File: src/rtl/pipe_stage_exmem.sv
// pipe_stage_exmem: EX/MEM pipeline register with optional two-entry skid buffer and valid/ready handshakes.
module pipe_stage_exmem #(
  parameter int XLEN = 64,
  parameter int SKID = 1
) (
  input  logic            clk,
  input  logic            reset,
  input  logic            flush,
  input  logic            in_valid,
  output logic            in_ready,
  output logic            out_valid,
  input  logic            out_ready,
  input  logic [XLEN-1:0] alu_result_in,
  input  logic [XLEN-1:0] rs2_val_in,
  input  logic [XLEN-1:0] pc_plus4_in,
  input  logic [4:0]      rd_idx_in,
  input  logic [2:0]      funct3_in,
  input  logic [1:0]      mem_to_reg_in,
  input  logic            reg_write_in,
  input  logic            mem_read_in,
  input  logic            mem_write_in,
  output logic [XLEN-1:0] alu_result_out,
  output logic [XLEN-1:0] rs2_val_out,
  output logic [XLEN-1:0] pc_plus4_out,
  output logic [4:0]      rd_idx_out,
  output logic [2:0]      funct3_out,
  output logic [1:0]      mem_to_reg_out,
  output logic            reg_write_out,
  output logic            mem_read_out,
  output logic            mem_write_out,
  output logic [1:0]      occupancy,
  output logic            fwd_valid,
  output logic [4:0]      fwd_rd
);
  localparam int PW = 3*XLEN + 13;
  logic [PW-1:0] in_p, head_q, head_d, skid_q, skid_d;
  logic          head_v_q, head_v_d, skid_v_q, skid_v_d;
  logic          acc, xfer;
  logic [2:0]    ctl;
  assign in_p = {alu_result_in, rs2_val_in, pc_plus4_in, rd_idx_in, funct3_in, mem_to_reg_in,
                 reg_write_in, mem_read_in, mem_write_in};
  assign in_ready = (SKID != 0) ? !skid_v_q : (out_ready || !head_v_q);
  assign acc      = in_valid && in_ready;
  assign xfer     = head_v_q && out_ready;
  // The skid entry only fills when the head is full and stalled; without SKID that accept is impossible.
  always_comb begin
    head_d   = head_q;
    skid_d   = skid_q;
    head_v_d = head_v_q;
    skid_v_d = skid_v_q;
    if (flush) begin
      head_v_d = 1'b0;
      skid_v_d = 1'b0;
    end else if (!head_v_q || xfer) begin
      head_v_d = skid_v_q || acc;
      head_d   = skid_v_q ? skid_q : (acc ? in_p : head_q);
      skid_v_d = 1'b0;
    end else if (acc) begin
      skid_v_d = 1'b1;
      skid_d   = in_p;
    end
  end
  always_ff @(posedge clk or posedge reset) begin
    if (reset) begin
      head_q   <= '0;
      skid_q   <= '0;
      head_v_q <= 1'b0;
      skid_v_q <= 1'b0;
    end else begin
      head_q   <= head_d;
      skid_q   <= skid_d;
      head_v_q <= head_v_d;
      skid_v_q <= skid_v_d;
    end
  end
  assign {alu_result_out, rs2_val_out, pc_plus4_out, rd_idx_out, funct3_out, mem_to_reg_out, ctl} = head_q;
  assign out_valid     = head_v_q;
  assign reg_write_out = ctl[2] && head_v_q;
  assign mem_read_out  = ctl[1] && head_v_q;
  assign mem_write_out = ctl[0] && head_v_q;
  assign occupancy     = {1'b0, head_v_q} + {1'b0, skid_v_q};
  assign fwd_valid     = head_v_q && ctl[2] && (rd_idx_out != 5'd0);
  assign fwd_rd        = rd_idx_out;
endmodule

File: config.mk
export PLATFORM = sky130hd
export DESIGN_NAME = pipe_stage_exmem
export DESIGN_NICKNAME = d
export VERILOG_FILES = /design/src/rtl/pipe_stage_exmem.sv
export SDC_FILE = /design/constraint.sdc
export NUM_CORES = 1
export LEC_CHECK = 0
export CAP_MARGIN = 20
export CORE_UTILIZATION = 30
export CTS_CLUSTER_DIAMETER = 40
export DETAILED_ROUTE_END_ITERATION = 7
export PLACE_DENSITY = 0.54
export SLEW_MARGIN = 10
export SYNTH_ARGS = -nofsm -noshare
export SYNTH_HDL_FRONTEND = slang
export SYNTH_SLANG_ARGS = --single-unit
File: constraint.sdc
create_clock -name clk -period 43.5 [get_ports clk]
set_clock_uncertainty 0.15 [all_clocks]
set_input_delay 8.7 -clock clk [delete_from_list [all_inputs] [get_ports clk]]
set_output_delay 8.7 -clock clk [all_outputs]
set_load 0.03 [all_outputs]
==> summary.log, run 1 <==
[run_status] outcome completed
[drt] number of detailed-routing iterations run before antenna repair 4
[drt] Antenna Nets Post-Route 0
[clock_tree] clock transition at the registers of the reported paths 0.05 ns
[clock_tree] number of clock sinks 412
[sta] shortest period the worst path allows 11.75 ns
[setup_path] Critical Path Source Type input pin
[finish] share of layout cells above drive strength 1 0.475
[finish] Final nets 1783
[die] I/O pin count 425
[job] max cap viols 0
[synth] net count after synthesis 1528
[setup_path] worst path required time 43.96 ns
[sta] final worst-path cycle share 0.270
[clock_tree] Max Buffers Root-to-Sink 3
[drt] DRT Wirelength 45800 um
[finish] post-synthesis to final-layout area growth 34.4%
[die] number of rows created at floorplan 92
[die] floorplan core area 63300 sq um
[drt] iteration-0 DRC count of the detailed router 349
[pwr] proportion of power drawn by the clock network 0.459
[clock_tree] root buffer cell sky130_fd_sc_hd__clkbuf_16
[clock_tree] TritonCTS clock tree built
[drt] WL/cell 18.4 um
[global_routing] vias in the first global route 12100
[pwr] areal power density over the cells 57.7 nW/um^2
[global_routing] initial antenna violation count 6
[synth] warning count from the yosys run 0
[pwr] net switching power 0.411 mW
[synth] Synth Cell Area 19300 sq um
[setup_path] crit path DAT 12.20 ns
[global_routing] wire length of the first global-routing pass 71900 um
[pwr] sequential fraction of design power 0.342
[global_routing] total routing resource utilization after global routing 0.141
[clock_tree] cts bufs inserted 88
[pwr] share of total power in combinational logic 0.198
[pwr] Static Leakage 10.7 nW
[pwr] proportion of total power due to net switching 0.275
[pwr] peak supply drop 0.0314 mV
[synth] number of distinct library cells after synthesis 19
[setup_path] CP Capture Type async pin
[clock_tree] post-cts hold buffer count 0
[clock_tree] post-CTS resize count 0
[synth] portion of the post-synthesis area used by sequential elements 0.535
[finish] utilization after layout 0.409
[sta] total count of max-transition violations in the final report 0
[pwr] internal cell power 1.08 mW
[die] floorplan die height 255 um
[setup_path] critical path type in2async
[sta] number of endpoints with negative hold slack in the final report 0
[die] Initial Utilization 0.304
[synth] count of state elements after synthesis 412
[sta] Max-Slew Margin vs Limit 0.259
[place] final HPWL from detailed placement 29500 um
[setup_path] Critical Path Fanout Max 106
[synth] Syn Area/Cell 14.6 sq um
[place] number of I/O port buffers 424
[die] full die area 65200 sq um
[place] last weighted congestion value of the routability-driven placer 0.743
[clock_tree] number of H-tree branching levels 3
[worst_hold_path] class of the tightest hold or removal check reg2reg
[sta] transition time at the pin with the least slew margin 1.11 ns
[die] die boundary width 255 um
[clock_tree] clock insertion delay at the later pin of the skew report 0.60 ns
[drt] residual DRC count 0
[global_routing] total congestion overflow after global routing 0
[sta] Peak Freq 85.1 MHz
[synth] Syn Inst Count 1317
[sta] final count of negative-setup-slack endpoints 0
[global_routing] maximum number of pins on one net before global-route repair 107
[sta] unrepaired setup endpoints after global routing false
[worst_hold_path] Worst Hold Path Cells 1
[drt] number of vias per cell 4.38
[drt] via total after detailed routing 10900
[sta] total negative slack 0 ns
[setup_path] FF-to-FF path depth 5
[clock_tree] post-CTS repair timing setup buffer count 0
==> registers in the layout, summed over array words and instances, names as in the netlist <==
register	cells
head_q	205
out_valid	1
skid_v_q	1
skid_q	205
==> logic make-up after synthesis <==
logic type	Yosys count	synth area share
fa+ha+maj	1	0.000649
compound gates	2	0.000649
mux	615	0.359
buf+inv	276	0.100
flops	412	0.535
simple gates	11	0.00422
==> path summary, 6_finish.rpt <==
kind	start	endpoint	slack, ns
min reg2reg	head_q[144]$_DFFE_PP0P_	head_q[144]$_DFFE_PP0P_	0.34
max in group clk	flush	skid_q[76]$_DFFE_PP0P_	32.03
max	reset	head_q[160]$_DFFE_PP0P_	31.75
min	head_q[144]$_DFFE_PP0P_	head_q[144]$_DFFE_PP0P_	0.34
min in group asynchronous	reset	head_q[42]$_DFFE_PP0P_	8.46
max reg2reg	skid_v_q$_DFFE_PP0P_	skid_q[76]$_DFFE_PP0P_	39.63
==> power by group through the flow <==
stage / Sequential (mW) / Clock (mW) / Combinational (mW)
2_1_floorplan: 0.503 / 0 / 0.236
3_3_place_gp: 0.512 / 0 / 0.296
3_5_place_dp: 0.517 / 0 / 0.301
4_1_cts: 0.512 / 0.707 / 0.302
5_1_grt: 0.523 / 0.727 / 0.314
6_report: 0.512 / 0.687 / 0.297
==> metal layers <==
metal	vias to the layer above	global-route usage	routed length [um]
met2	276	0.248	23900
met1	5602	0.158	18000
li1	4976	-	-
met4	8	0.0551	940
met5	-	0	50
met3	69	0.0431	2890
==> placed cells by master (no fill, tap or decap), drive strengths merged <==
master	netlist	final
and2b	1	1
diode	0	2
and2	3	3
nor3	2	2
buf	267	15
clkinvlp	0	12
clkdlybuf4s50	0	424
bufinv	0	11
dfrtp	412	412
ha	1	1
clkbuf	7	105
clkinv	0	27
nor2	2	2
nand3	1	1
o21a	1	1
or4	1	1
nand2b	1	1
mux2	615	615
a21oi	1	1
inv	2	12
==> Yosys cell counts, drive strengths merged <==
cell type,n,area [sq um]
mux2,615,6930
a21oi,1,5.00
ha,1,12.5
buf,267,1890
nor2,2,10.0
o21a,1,7.51
and2b,1,7.51
and2,3,18.8
nand3,1,10.0
nor3,2,21.3
inv,2,7.51
dfrtp,412,10300
or4,1,7.51
clkbuf,7,26.3
nand2b,1,6.26
==> through the flow <==
| step | cells | hold slack [ns] | total power, mW | worst slack (ns) | area (sq um) |
|---|---|---|---|---|---|
| 2_1_floorplan | 1317 | 0.309 | 0.739 | 23.19 | 19300 |
| 3_3_place_gp | 2328 | 0.319 | 0.808 | 31.08 | 22800 |
| 3_5_place_dp | 2328 | 0.329 | 0.818 | 31.00 | 22800 |
| 4_1_cts | 2493 | 0.343 | 1.52 | 31.65 | 25900 |
| 5_1_grt | 2495 | 0.355 | 1.56 | 31.22 | 25900 |
| 6_report | 2495 | 0.336 | 1.50 | 31.75 | 25900 |
==> worst max-delay path: stages <==
cell	delay (ns)
sky130_fd_sc_hd__clkdlybuf4s50_1	0.49
sky130_fd_sc_hd__inv_8	0.52
sky130_fd_sc_hd__buf_4	0.70
sky130_fd_sc_hd__buf_4	0.71
sky130_fd_sc_hd__buf_4	0.80
==> final cells by class <==
class                      instances  area, sq um
clock inverter                    60          718
tap                              846         1060
inverter                           2         15.0
sequential                       412        10300
timing repair buffer             439         4360
antenna                            2         5.00
fill                            5852        37400
clock buffer                     105         2390
multi-input combinational        629         7040
No activity file was read; power rests on OpenSTA's default activity.
==> run 2: changes to the inputs <==
clock period = 12 ns   (was 43.5 ns; I/O delays follow)
==> run 2 against run 1 <==
  * Final area decreased by 0.32%
  * Sequential share of layout area increased by 0.13 points
  * Sequential cell count is the same
  * Utilization is 0.13 points lower
  * First-iteration DRC count is 28% lower
  * Largest cell class unchanged
==> summary.log, run 2 (same netlist as run 1, synthesis figures left out) <==
[finish] post-synthesis to final-layout area growth 33.9%
[clock_tree] clock transition at the registers of the reported paths 0.05 ns
[clock_tree] post-CTS resize count 0
[clock_tree] Max Buffers Root-to-Sink 3
[die] number of rows created at floorplan 92
[place] final HPWL from detailed placement 28600 um
[place] last weighted congestion value of the routability-driven placer 0.746
[global_routing] initial antenna violation count 5
[global_routing] maximum number of pins on one net before global-route repair 166
[pwr] peak supply drop 0.105 mV
[sta] total negative slack 0 ns
[setup_path] crit path DAT 5.63 ns
[setup_path] chain of cells forming the critical path clkdlybuf4s50_1, and2b_1, nand3_4, buf_4, buf_4, mux2_2
[drt] residual DRC count 0
[drt] WL/cell 18.2 um
[sta] transition time at the pin with the least slew margin 1.03 ns
[finish] most common cell after layout, fill and taps aside sky130_fd_sc_hd__mux2_2
[worst_hold_path] class of the tightest hold or removal check reg2reg
[die] full die area 65200 sq um
[sta] final worst-path cycle share 0.443
[die] Initial Utilization 0.304
[setup_path] Critical Path Source Type input pin
[drt] Antenna Nets Post-Route 0
[clock_tree] post-CTS repair timing setup buffer count 0
[job] max cap viols 0
[sta] number of endpoints with negative hold slack in the final report 0
[drt] iteration-0 DRC count of the detailed router 253
[die] floorplan core area 63300 sq um
[global_routing] wire length of the first global-routing pass 71200 um
[setup_path] buffer and inverter count on the worst path 3
[global_routing] vias in the first global route 11900
[sta] unrepaired setup endpoints after global routing false
[clock_tree] cts bufs inserted 86
[clock_tree] number of H-tree branching levels 3
[drt] DRT Wirelength 45200 um
[sta] Peak Freq 188 MHz
[sta] final count of negative-setup-slack endpoints 0
[place] number of I/O port buffers 424
[setup_path] worst path required time 12.32 ns
[setup_path] Critical Path Fanout Max 64
[die] die boundary width 255 um
[setup_path] CP Capture Type flop
[die] floorplan die height 255 um
[setup_path] delay-heaviest family, CP buffers and inverters
[drt] number of detailed-routing iterations run before antenna repair 4
[sta] total count of max-transition violations in the final report 0
[finish] Final nets 1777
[sta] worst hold margin 0.345 ns
[global_routing] total routing resource utilization after global routing 0.139
[setup_path] cell mode on critical path sky130_fd_sc_hd__buf_4
[pwr] Static Leakage 10.6 nW
[run_status] outcome completed
[global_routing] total congestion overflow after global routing 0
[drt] via total after detailed routing 10900
[clock_tree] clock insertion delay at the later pin of the skew report 0.60 ns
[pwr] areal power density over the cells 207 nW/um^2
[setup_path] critical path type in2reg
[clock_tree] number of clock sinks 412
[finish] biggest regs head_q: 205 flops, skid_q: 205 flops
[finish] share of layout cells above drive strength 1 0.468
[clock_tree] post-cts hold buffer count 0
[sta] Max-Slew Margin vs Limit 0.313
[setup_path] delay of the slowest cell on the worst path 0.86 ns
[setup_path] slowest stage cell, crit path sky130_fd_sc_hd__buf_4
[die] I/O pin count 425
[drt] number of vias per cell 4.39
[sta] shortest period the worst path allows 5.31 ns
[clock_tree] TritonCTS clock tree built
[clock_tree] root buffer cell sky130_fd_sc_hd__clkbuf_16
[setup_path] worst reg2reg setup slack 7.46 ns
[finish] commonest cells after routing, fill and taps aside sky130_fd_sc_hd__mux2_2, sky130_fd_sc_hd__clkdlybuf4s50_1, sky130_fd_sc_hd__dfrtp_1, sky130_fd_sc_hd__clkbuf_16, sky130_fd_sc_hd__clkinv_2
[run 2: path summary, 6_finish.rpt]
kind,start,to,depth (start not counted)
min in group asynchronous,reset,head_q[63]$_DFFE_PP0P_,2
worst max-delay path,out_ready,skid_q[5]$_DFFE_PP0P_,6
max in group asynchronous,reset,head_q[169]$_DFFE_PP0P_,4
worst max register to register,skid_v_q$_DFFE_PP0P_,skid_q[5]$_DFFE_PP0P_,6
worst min-delay path,head_q[143]$_DFFE_PP0P_,head_q[143]$_DFFE_PP0P_,1
worst min register to register,head_q[143]$_DFFE_PP0P_,head_q[143]$_DFFE_PP0P_,1
[run 2: cell type report]
cell class | count | area, sq um
fillers | 5878 | 37500
flip-flops and latches | 412 | 10300
multi-input cells | 629 | 7040
repair buffers | 435 | 4360
clock buffers | 115 | 2470
well taps | 846 | 1060
clock inverters | 44 | 546
diodes | 5 | 12.5
inverters | 2 | 11.3
[run 2: metal layers]
layer  vias to the layer above  track usage  share of wire
li1                       4968            -              -
met1                      5577        0.163           0.41
met2                       283        0.233           0.50
met3                       101       0.0394          0.054
met4                         4       0.0663          0.034
met5                         -            0        0.00062
[run 2: report_power, final]
group / total [mW] / switching (mW) / internal, mW
logic: 1.07 / 0.513 / 0.557
registers: 1.86 / 0.154 / 1.70
clock network: 2.43 / 0.773 / 1.66
total: 5.35 / 1.44 / 3.91
[run 2: through the flow]
stage / power, mW / instance area [sq um] / setup WS [ns] / utilization / std cells
2_1_floorplan: 2.68 / 19300 / 3.90 / - / 1317
3_3_place_gp: 2.93 / 22800 / 5.93 / 0.360 / 2324
3_5_place_dp: 2.96 / 22800 / 5.95 / 0.360 / 2324
4_1_cts: 5.45 / 25800 / 6.60 / 0.407 / 2483
5_1_grt: 5.60 / 25800 / 6.44 / 0.408 / 2486
6_report: 5.35 / 25800 / 6.69 / 0.408 / 2488
[run 2: worst register-to-register path, cell delays in order (launching register included)]
cell and delay, ns:
sky130_fd_sc_hd__dfrtp_4 0.78, sky130_fd_sc_hd__buf_4 0.72, sky130_fd_sc_hd__nor2_1 0.21, sky130_fd_sc_hd__nand3_4 0.47, sky130_fd_sc_hd__buf_4 0.75, sky130_fd_sc_hd__buf_4 0.87, sky130_fd_sc_hd__mux2_2 0.46
==> run 3: changes to the inputs <==
clock period = 5.57 ns   (was 12 ns; I/O delays follow)
==> run 3 against run 2 <==
  * Sequential power grew 110%
  * Non-clock buffer count increased by 8
  * Global-route usage grew 0.080 points
  * Largest cell class unchanged
  * Power increased by 110%
  * Clock power rose by 110%
  * Final area increased by 0.22%
  * Clock-buffer cell count fell by 18
  * Cell count up 0.20%
  * Register-to-register slack got worse by 4.4 ns
  * Wire length is 0.67% higher
  * Die area unchanged
  * Highest routed layer unchanged
  * Sequential share of layout area down 0.089 points
==> summary.log, run 3 (same netlist as run 1, synthesis figures left out) <==
[run_status] outcome completed
[place] placement-stage cell area 22900 sq um
[finish] final instance area 25900 sq um
[finish] utilization after layout 0.409
[setup_path] worst path required time 4.31 ns
[drt] residual DRC count 0
[setup_path] worst reg2reg setup slack 3.02 ns
[job] max cap viols 0
[sta] total count of max-transition violations in the final report 0
[sta] final count of negative-setup-slack endpoints 0
[place] number of cells in the design after placement 2332
[place] worst setup slack before clock tree synthesis 2.11 ns
[finish] commonest cells after routing, fill and taps aside sky130_fd_sc_hd__mux2_2, sky130_fd_sc_hd__clkdlybuf4s50_1, sky130_fd_sc_hd__dfrtp_1, sky130_fd_sc_hd__clkbuf_16, sky130_fd_sc_hd__clkinvlp_4
[global_routing] total routing resource utilization after global routing 0.140
[drt] Antenna Nets Post-Route 0
[die] die boundary width 255 um
[setup_path] crit path DAT 2.35 ns
[place] last weighted congestion value of the routability-driven placer 0.754
[drt] WL/cell 18.2 um
[drt] number of vias per cell 4.38
[place] number of I/O port buffers 424
[clock_tree] post-CTS repair timing setup buffer count 0
[finish] number of non-filler instances in the completed layout 2493
[global_routing] maximum number of pins on one net before global-route repair 130
[sta] Peak Freq 277 MHz
[die] floorplan core area 63300 sq um
[clock_tree] post-CTS resize count 0
[drt] via total after detailed routing 10900
[finish] Final nets 1782
[sta] Max-Slew Margin vs Limit 0.414
[pwr] Static Leakage 10.6 nW
[pwr] peak supply drop 0.294 mV
[sta] transition time at the pin with the least slew margin 0.879 ns
[finish] share of layout cells above drive strength 1 0.473
[die] number of rows created at floorplan 92
[worst_hold_path] class of the tightest hold or removal check reg2reg
[clock_tree] number of H-tree branching levels 3
[setup_path] critical path type reg2out
[sta] number of endpoints with negative hold slack in the final report 0
[clock_tree] TritonCTS clock tree built
[global_routing] vias in the first global route 11900
[finish] most common cell after layout, fill and taps aside sky130_fd_sc_hd__mux2_2
[clock_tree] clock insertion delay at the later pin of the skew report 0.60 ns
[pwr] Power Total 11.4 mW
[setup_path] Critical Path Source Type flop
[sta] worst hold margin 0.337 ns
[finish] number of filler cells placed in the layout 5913
[die] I/O pin count 425
[clock_tree] Max Buffers Root-to-Sink 3
[sta] unrepaired setup endpoints after global routing false
[clock_tree] clock transition at the registers of the reported paths 0.06 ns
[sta] setup slack of the critical path after layout 1.95 ns
[clock_tree] cts bufs inserted 83
[global_routing] wire length of the first global-routing pass 71300 um
[drt] DRT Wirelength 45500 um
[clock_tree] number of clock sinks 412
[setup_path] CP Capture Type primary output
[global_routing] total congestion overflow after global routing 0
[place] final HPWL from detailed placement 29200 um
[finish] post-synthesis to final-layout area growth 34.2%
[die] floorplan die height 255 um
[die] full die area 65200 sq um
[drt] number of detailed-routing iterations run before antenna repair 4
[sta] final worst-path cycle share 0.649
[sta] total negative slack 0 ns
[sta] shortest period the worst path allows 3.62 ns
[drt] iteration-0 DRC count of the detailed router 266
[global_routing] initial antenna violation count 7
[pwr] areal power density over the cells 442 nW/um^2
[setup_path] Critical Path Fanout Max 4
[clock_tree] post-cts hold buffer count 0
[finish] biggest regs head_q: 205 flops, skid_q: 205 flops
[die] Initial Utilization 0.304
[clock_tree] root buffer cell sky130_fd_sc_hd__clkbuf_16
-- run 3: changes by cell type in the layout (fill, tap and decap cells not counted) --
cell,delta
sky130_fd_sc_hd__clkinv_4,-2
sky130_fd_sc_hd__buf_12,+6
sky130_fd_sc_hd__clkbuf_8,-7
sky130_fd_sc_hd__inv_6,+6
sky130_fd_sc_hd__clkinv_16,+1
sky130_fd_sc_hd__inv_8,+3
sky130_fd_sc_hd__clkbuf_16,-6
sky130_fd_sc_hd__clkinvlp_4,+8
sky130_fd_sc_hd__buf_4,+2
sky130_fd_sc_hd__clkinv_2,-3
sky130_fd_sc_hd__inv_16,+3
sky130_fd_sc_hd__clkinv_8,-1
sky130_fd_sc_hd__clkbuf_1,-5
-- run 3: metal layers --
metal	wire, um	vias up	track usage	share of wire
met3	2590	90	0.0430	0.057
met4	1440	4	0.0656	0.032
met2	23000	279	0.236	0.51
li1	-	4975	-	-
met1	18400	5561	0.161	0.40
met5	27	-	0	0.00059
-- run 3: worst max-delay path, stage by stage, from the launching register on --
cell	delay, ns
sky130_fd_sc_hd__dfrtp_1	0.43
sky130_fd_sc_hd__or4_1	0.54
sky130_fd_sc_hd__o21a_1	0.18
sky130_fd_sc_hd__clkdlybuf4s50_1	0.59
-- run 3: worst paths after layout --
check,start,endpoint,depth (start not counted)
worst max register to register,skid_v_q$_DFFE_PP0P_,head_q[139]$_DFFE_PP0P_,3
worst max-delay path,head_q[10]$_DFFE_PP0P_,fwd_valid,3
min in group asynchronous,reset,head_q[40]$_DFFE_PP0P_,2
worst min-delay path,head_q[143]$_DFFE_PP0P_,head_q[143]$_DFFE_PP0P_,1
max in group asynchronous,reset,head_q[132]$_DFFE_PP0P_,4
worst min register to register,head_q[143]$_DFFE_PP0P_,head_q[143]$_DFFE_PP0P_,1
-- run 3: final cells by class --
cell class | count | area, sq um | share of cell area
antenna | 5 | 12.5 | 0.000484
multi-input combinational | 629 | 7040 | 0.272
clock inverter | 59 | 733 | 0.0283
tap | 846 | 1060 | 0.0409
inverter | 2 | 11.3 | 0.000435
timing repair buffer | 443 | 4500 | 0.174
sequential | 412 | 10300 | 0.399
clock buffer | 97 | 2200 | 0.0851
-- run 3: power by group --
part	switching (mW)	internal (mW)	leakage (nW)
logic	1.12	1.21	4.29
registers	0.324	3.66	4.95
clock network	1.77	3.36	1.40
total	3.21	8.23	10.6
